===== src/rtl/tick_scheduler.sv =====
// Programmable per-channel clock-enable scheduler on clk_54mhz.
// Divisors load through a valid/ready port and apply only at period boundaries or on sync.
module tick_scheduler #(
  parameter int NCH         = 4,
  parameter int DIV_W       = 16,
  parameter int DEFAULT_DIV = 2,
  localparam int CW         = (NCH > 1) ? $clog2(NCH) : 1
) (
  input  logic             clk_54mhz,
  input  logic             restart_n,
  input  logic             enable,
  input  logic             sync,
  input  logic             cfg_valid,
  output logic             cfg_ready,
  input  logic [CW-1:0]    cfg_chan,
  input  logic [DIV_W-1:0] cfg_div,
  output logic             cfg_err,
  output logic [NCH-1:0]   tick,
  output logic [NCH-1:0]   active
);

  localparam logic [CW:0]      NCH_V = (CW+1)'(NCH);
  localparam logic [DIV_W-1:0] DEF_V = DIV_W'(DEFAULT_DIV);

  logic [DIV_W-1:0] cnt    [NCH];
  logic [DIV_W-1:0] div    [NCH];
  logic [DIV_W-1:0] shadow [NCH];
  logic [NCH-1:0]   pend;

  logic [DIV_W-1:0] cnt_n    [NCH];
  logic [DIV_W-1:0] div_n    [NCH];
  logic [DIV_W-1:0] shadow_n [NCH];
  logic [NCH-1:0]   pend_n;
  logic [NCH-1:0]   tick_n;
  logic [NCH-1:0]   active_n;
  logic             cfg_err_n;
  logic             chan_ok;
  logic             accept;
  logic             wrap;

  assign chan_ok = ({1'b0, cfg_chan} < NCH_V);

  // Out-of-range channels are always ready so the request can complete with an error.
  always_comb begin
    cfg_ready = 1'b1;
    for (int unsigned i = 0; i < NCH; i++) begin
      if (cfg_chan == CW'(i) && pend[i]) cfg_ready = 1'b0;
    end
  end

  assign accept = cfg_valid & cfg_ready;

  always_comb begin
    cfg_err_n = accept & ~chan_ok;
    pend_n    = pend;
    tick_n    = '0;
    active_n  = '0;
    wrap      = 1'b0;
    for (int unsigned i = 0; i < NCH; i++) begin
      cnt_n[i]    = cnt[i];
      div_n[i]    = div[i];
      shadow_n[i] = shadow[i];
      wrap        = 1'b0;
      if (sync || div[i] == '0) begin
        cnt_n[i] = '0;
      end else if (enable) begin
        if (cnt[i] == div[i] - 1'b1) begin
          cnt_n[i]  = '0;
          tick_n[i] = 1'b1;
          wrap      = 1'b1;
        end else begin
          cnt_n[i] = cnt[i] + 1'b1;
        end
      end
      if (pend[i] && (sync || div[i] == '0 || wrap)) begin
        div_n[i]  = shadow[i];
        pend_n[i] = 1'b0;
      end
      if (accept && chan_ok && cfg_chan == CW'(i)) begin
        shadow_n[i] = cfg_div;
        pend_n[i]   = 1'b1;
      end
      active_n[i] = (div_n[i] != '0);
    end
  end

  always_ff @(posedge clk_54mhz or negedge restart_n) begin
    if (!restart_n) begin
      for (int unsigned i = 0; i < NCH; i++) begin
        cnt[i]    <= '0;
        div[i]    <= DEF_V;
        shadow[i] <= '0;
      end
      pend    <= '0;
      tick    <= '0;
      active  <= (DEFAULT_DIV != 0) ? '1 : '0;
      cfg_err <= 1'b0;
    end else begin
      for (int unsigned i = 0; i < NCH; i++) begin
        cnt[i]    <= cnt_n[i];
        div[i]    <= div_n[i];
        shadow[i] <= shadow_n[i];
      end
      pend    <= pend_n;
      tick    <= tick_n;
      active  <= active_n;
      cfg_err <= cfg_err_n;
    end
  end

endmodule


===== config.mk =====
export PLATFORM = sky130hd
export DESIGN_NAME = tick_scheduler
export DESIGN_NICKNAME = d
export VERILOG_FILES = /design/src/rtl/tick_scheduler.sv
export SDC_FILE = /design/constraint.sdc
export NUM_CORES = 1
export LEC_CHECK = 0
export CELL_PAD_IN_SITES_DETAIL_PLACEMENT = 1
export CELL_PAD_IN_SITES_GLOBAL_PLACEMENT = 2
export CORE_MARGIN = 2
export CORE_UTILIZATION = 45
export DETAILED_ROUTE_END_ITERATION = 16
export HOLD_SLACK_MARGIN = 0.02
export PLACE_DENSITY = 0.82
export SLEW_MARGIN = 40
export SYNTH_ARGS = -nofsm -noshare
export SYNTH_HDL_FRONTEND = slang
export SYNTH_SLANG_ARGS = --single-unit

===== constraint.sdc =====
create_clock -name clk_54mhz -period 10.2 [get_ports clk_54mhz]
set_clock_uncertainty 0.2 [all_clocks]
set_input_delay 1.02 -clock clk_54mhz [delete_from_list [all_inputs] [get_ports clk_54mhz]]
set_output_delay 1.02 -clock clk_54mhz [all_outputs]
set_load 0.02 [all_outputs]

After elaboration in Yosys (flattened, before gate mapping)
Cells that the tools add are included.
Widths: inputs -> output; s select.
- logic and storage cells: 111
- output and inout port bits: 10
- input bits: 23
- flip-flop bits (word level): 204
- eq/ne operators: 7
- bitwise gates (word level): 1
- reduce and logical (&&, ||, !) cells: 37
- multiplexer cells: 40
- add/subtract/negate cells: 8
- operators with widths (cell ; number):
    $mux 16 ; 16
    $add 16x1->16 const B ; 4
    $eq 16x16->1 ; 4
    $logic_not 16->1 ; 4
    $reduce_bool 16->1 ; 4
    $sub 16x1->16 const B ; 4
    $mux 1 ; 24
    $reduce_bool 2->1 ; 8
    $logic_and 1x1->1 ; 12
    $logic_or 1x1->1 ; 8
    $eq 2x2->1 const B ; 2
    $eq 2x1->1 const B ; 1
    $logic_not 2->1 ; 1
    $and 1x1->1 ; 1

Logic depth before layout (Yosys ltp)
- depth after elaboration: 9
- mapped depth: 13
- mapped depth without buffers: 10

Least setup slack after synthesis
OpenSTA, ideal clock, no wires.
- kind: register to register
- start point: register div[34] (netlist bit)
- end point: register div[41] (netlist bit)
- path slack: 6.674 ns
- path buffers: 4
- data required time: 9.875 ns
- stages on the path, launching flop included: 13
- arrival: 3.201 ns
- clock period less this slack: 3.526 ns
- library setup time: 0.125 ns
- path through: dfrtp_1 buf_6 or4_1 buf_2 or3_1 a2111oi_2 nand4_1 a2111oi_4 a21o_4 and2_4 buf_12 buf_12 mux2_4
- RTL lines (what ; line ; text):
    start: declaration ; 26 ; logic [DIV_W-1:0] div [NCH];
    start signal: indexed assignment ; 101 ; div[i] <= div_n[i];

==> impl_metrics.ini <==
[finish]
layout_commonest_cell = dfrtp_1
fin_util_pct = 51.9
fin_area_sq_mm = 0.0127
synthToLayoutAreaGrowth_pct = 12.7
fin_nets = 1105
final_cell_mix = dfrtp_1 (196), mux2_2 (120), nor2_1 (64)
antenna_cells = 0
drive_gt1_share_pct = 19.1

[routing]
vias = 8280
drc = 0
viasPerCell = 5.85
drt-pass1-iter-count = 4
post_drt_wl_per_cell_um = 20.2
first_iter_violations = 404
wl_mm = 28.5
drtAntennaViolNets = 0

[yosys]
synth-edff-count = 0
syn_area_sq_mm = 0.0112
yosysWarnings = 0
synth.distinct_cells = 78
ys_seq_area_share_pct = 45.5
synthCells = 1059
async_flop_share_pct = 100
synth.avg_cell_area_sq_um = 10.6
synth_nets = 1091
ys.flop_type = dfrtp_1
synth-seq-cells = 204

[worst_setup_path]
reg2reg_slack_ns = 5.93
crit_required_ns = 10.39
path_class = flip-flop to flip-flop
regToRegEndpoint = div[0]
critPathMaxFanout = 17
arrival_ns = 4.46
crit_path_end_kind = flip-flop
cp-endpoint = div[0]
start_kind = flip-flop
startpoint = div[0]
ff2ff_path_depth = 10
rr_startpoint = div[0]

[die]
die_area_sq_mm = 0.0263
start_util_pct = 46.1
rows = 57
core_sq_mm = 0.0244
ios = 33
die_h_um = 162
die_w_um = 162

[global_route]
grt_first_pass_wirelength_mm = 47.0
grt_util_all_layers_pct = 22.2
grt_pass1_vias = 8720
grt_max_degree = 72
overflow = 0
antenna_found_initial = 1

[status]
outcome = finished clean

[clock_tree]
path_clk_slew_ns = 0.06
clock_latency_ns = 0.52
post_cts_buffers = 0
cts.sinks = 204
htree_levels = 1
tritoncts = built
postCtsHoldBufs = 0
ctsResizeCount = 0
cts-root-buf = clkbuf_16
numCtsBuffers = 24
clockBufferDepth = 3

[pwr]
ir_drop_mv = 0.160
p_leak_uw = 0.00504
power.density_mw_per_mm2 = 240

[timing]
fmax_ghz = 0.234
hold_viol = 0
slew_viol_final = 0
fin_tns_setup_ns = 0
rsz0062_at_grt = false
setup_viol = 0
layout_min_cycle_time_ns = 4.27
min_period_over_period_pct = 41.9
tightestPinTransition_ns = 0.766
worst_slack_ns = 5.93
relSlewSlack_pct = 48.6

[hold_path]
hold_path.class = input pin to async pin

[place]
place_area_sq_mm = 0.0118
place_ws_ns = 5.99
dp_hpwl_mm = 20.1
io_buffers = 31
place_congestion = 0.813

[job]
max_cap_viol_count = 0
==> cell families (layout without fill, tap and decap cells) <==
logic type	count (synthesis)	count (layout)	share of synthesized area, %
AO/OA/AOI/OAI	166	166	10.2
XOR/XNOR	100	100	7.92
adder cells (fa/ha/maj)	9	9	1.00
buffers and inverters	75	107	3.10
flip-flops	204	204	45.5
multiplexers	136	136	13.9
other	1	1	0.0334
AND/OR/NAND/NOR	368	368	18.4
==> cell type report <==
class	instances	area, sq um
tap	324	405
sequential	204	5110
timing repair buffer	40	393
inverter	23	86.3
multi-input combinational	780	5820
clock buffer	34	689
clock inverter	10	154
fill	2678	11700
==> cells in the mapped netlist (10+ instances only) <==
library cell,count,area (sq um)
dfrtp_1,196,4900
mux2_2,120,1350
nor2_1,64,240
xnor2_1,57,499
nand2_1,55,206
xor2_1,42,368
a21oi_1,40,200
nor4_1,37,231
clkbuf_1,36,135
nand3_1,36,180
o21ai_0,35,175
nor3_1,30,150
and3_1,26,163
inv_1,22,82.6
a31oi_1,18,113
or3_1,16,100
nand2b_1,14,87.6
nand4_1,14,87.6
nand4b_1,11,96.3
nor4b_1,10,87.6
or4_1,10,75.1
==> power breakdown <==
group          internal, uW  total [uW]  switching [uW]
registers              1010        1300             295
logic                   418         818             400
clock network           571         917             346
total                  2000        3040            1040
==> layer usage <==
| layer | share of wire, % | wire length [um] | track usage, % | vias up |
|---|---|---|---|---|
| li1 | - | - | - | 3927 |
| met2 | 45 | 12900 | 35.1 | 104 |
| met3 | 4.4 | 1260 | 4.47 | 41 |
| met1 | 49 | 14000 | 31.7 | 4206 |
| met4 | 1.6 | 454 | 4.55 | 2 |
| met5 | 0.046 | 13 | 0 | - |
==> critical path, cell delays in order, from the launching register on <==
cell	delay (ns)
dfrtp_1	0.43
inv_1	0.10
ha_1	0.21
or3b_2	0.55
nor4b_1	0.65
mux2_2	0.41
mux2i_1	0.13
o21ai_1	0.26
nand3_1	0.21
a21o_1	0.58
mux2_2	0.41
==> state kept, by name, indices dropped and copies added, names as in the netlist <==
name    cells
active      4
div        64
shadow     64
tick        4
pend        4
cnt        64
==> per-stage QoR <==
| stage | hold WS, ns | power, uW | cells |
|---|---|---|---|
| global route | 0.334 | 3230 | 1415 |
| CTS | 0.317 | 3070 | 1414 |
| global placement | 0.319 | 2100 | 1369 |
| finish | 0.313 | 3040 | 1415 |
| detailed placement | 0.323 | 2130 | 1370 |
| floorplan | 0.283 | 1880 | 1059 |
==> how the worst min path moves through the flow <==
stage	end	slack, ns	depth (start not counted)	startpoint
detailed placement	shadow[14]	0.32	1	shadow[14]
global route	cnt[59]	0.33	1	restart_n
finish	cnt[57]	0.31	1	restart_n
floorplan	div[27]	0.28	1	shadow[27]
CTS	cnt[61]	0.32	1	restart_n
global placement	div[10]	0.32	1	shadow[10]
No activity file was read; power rests on OpenSTA's default activity.
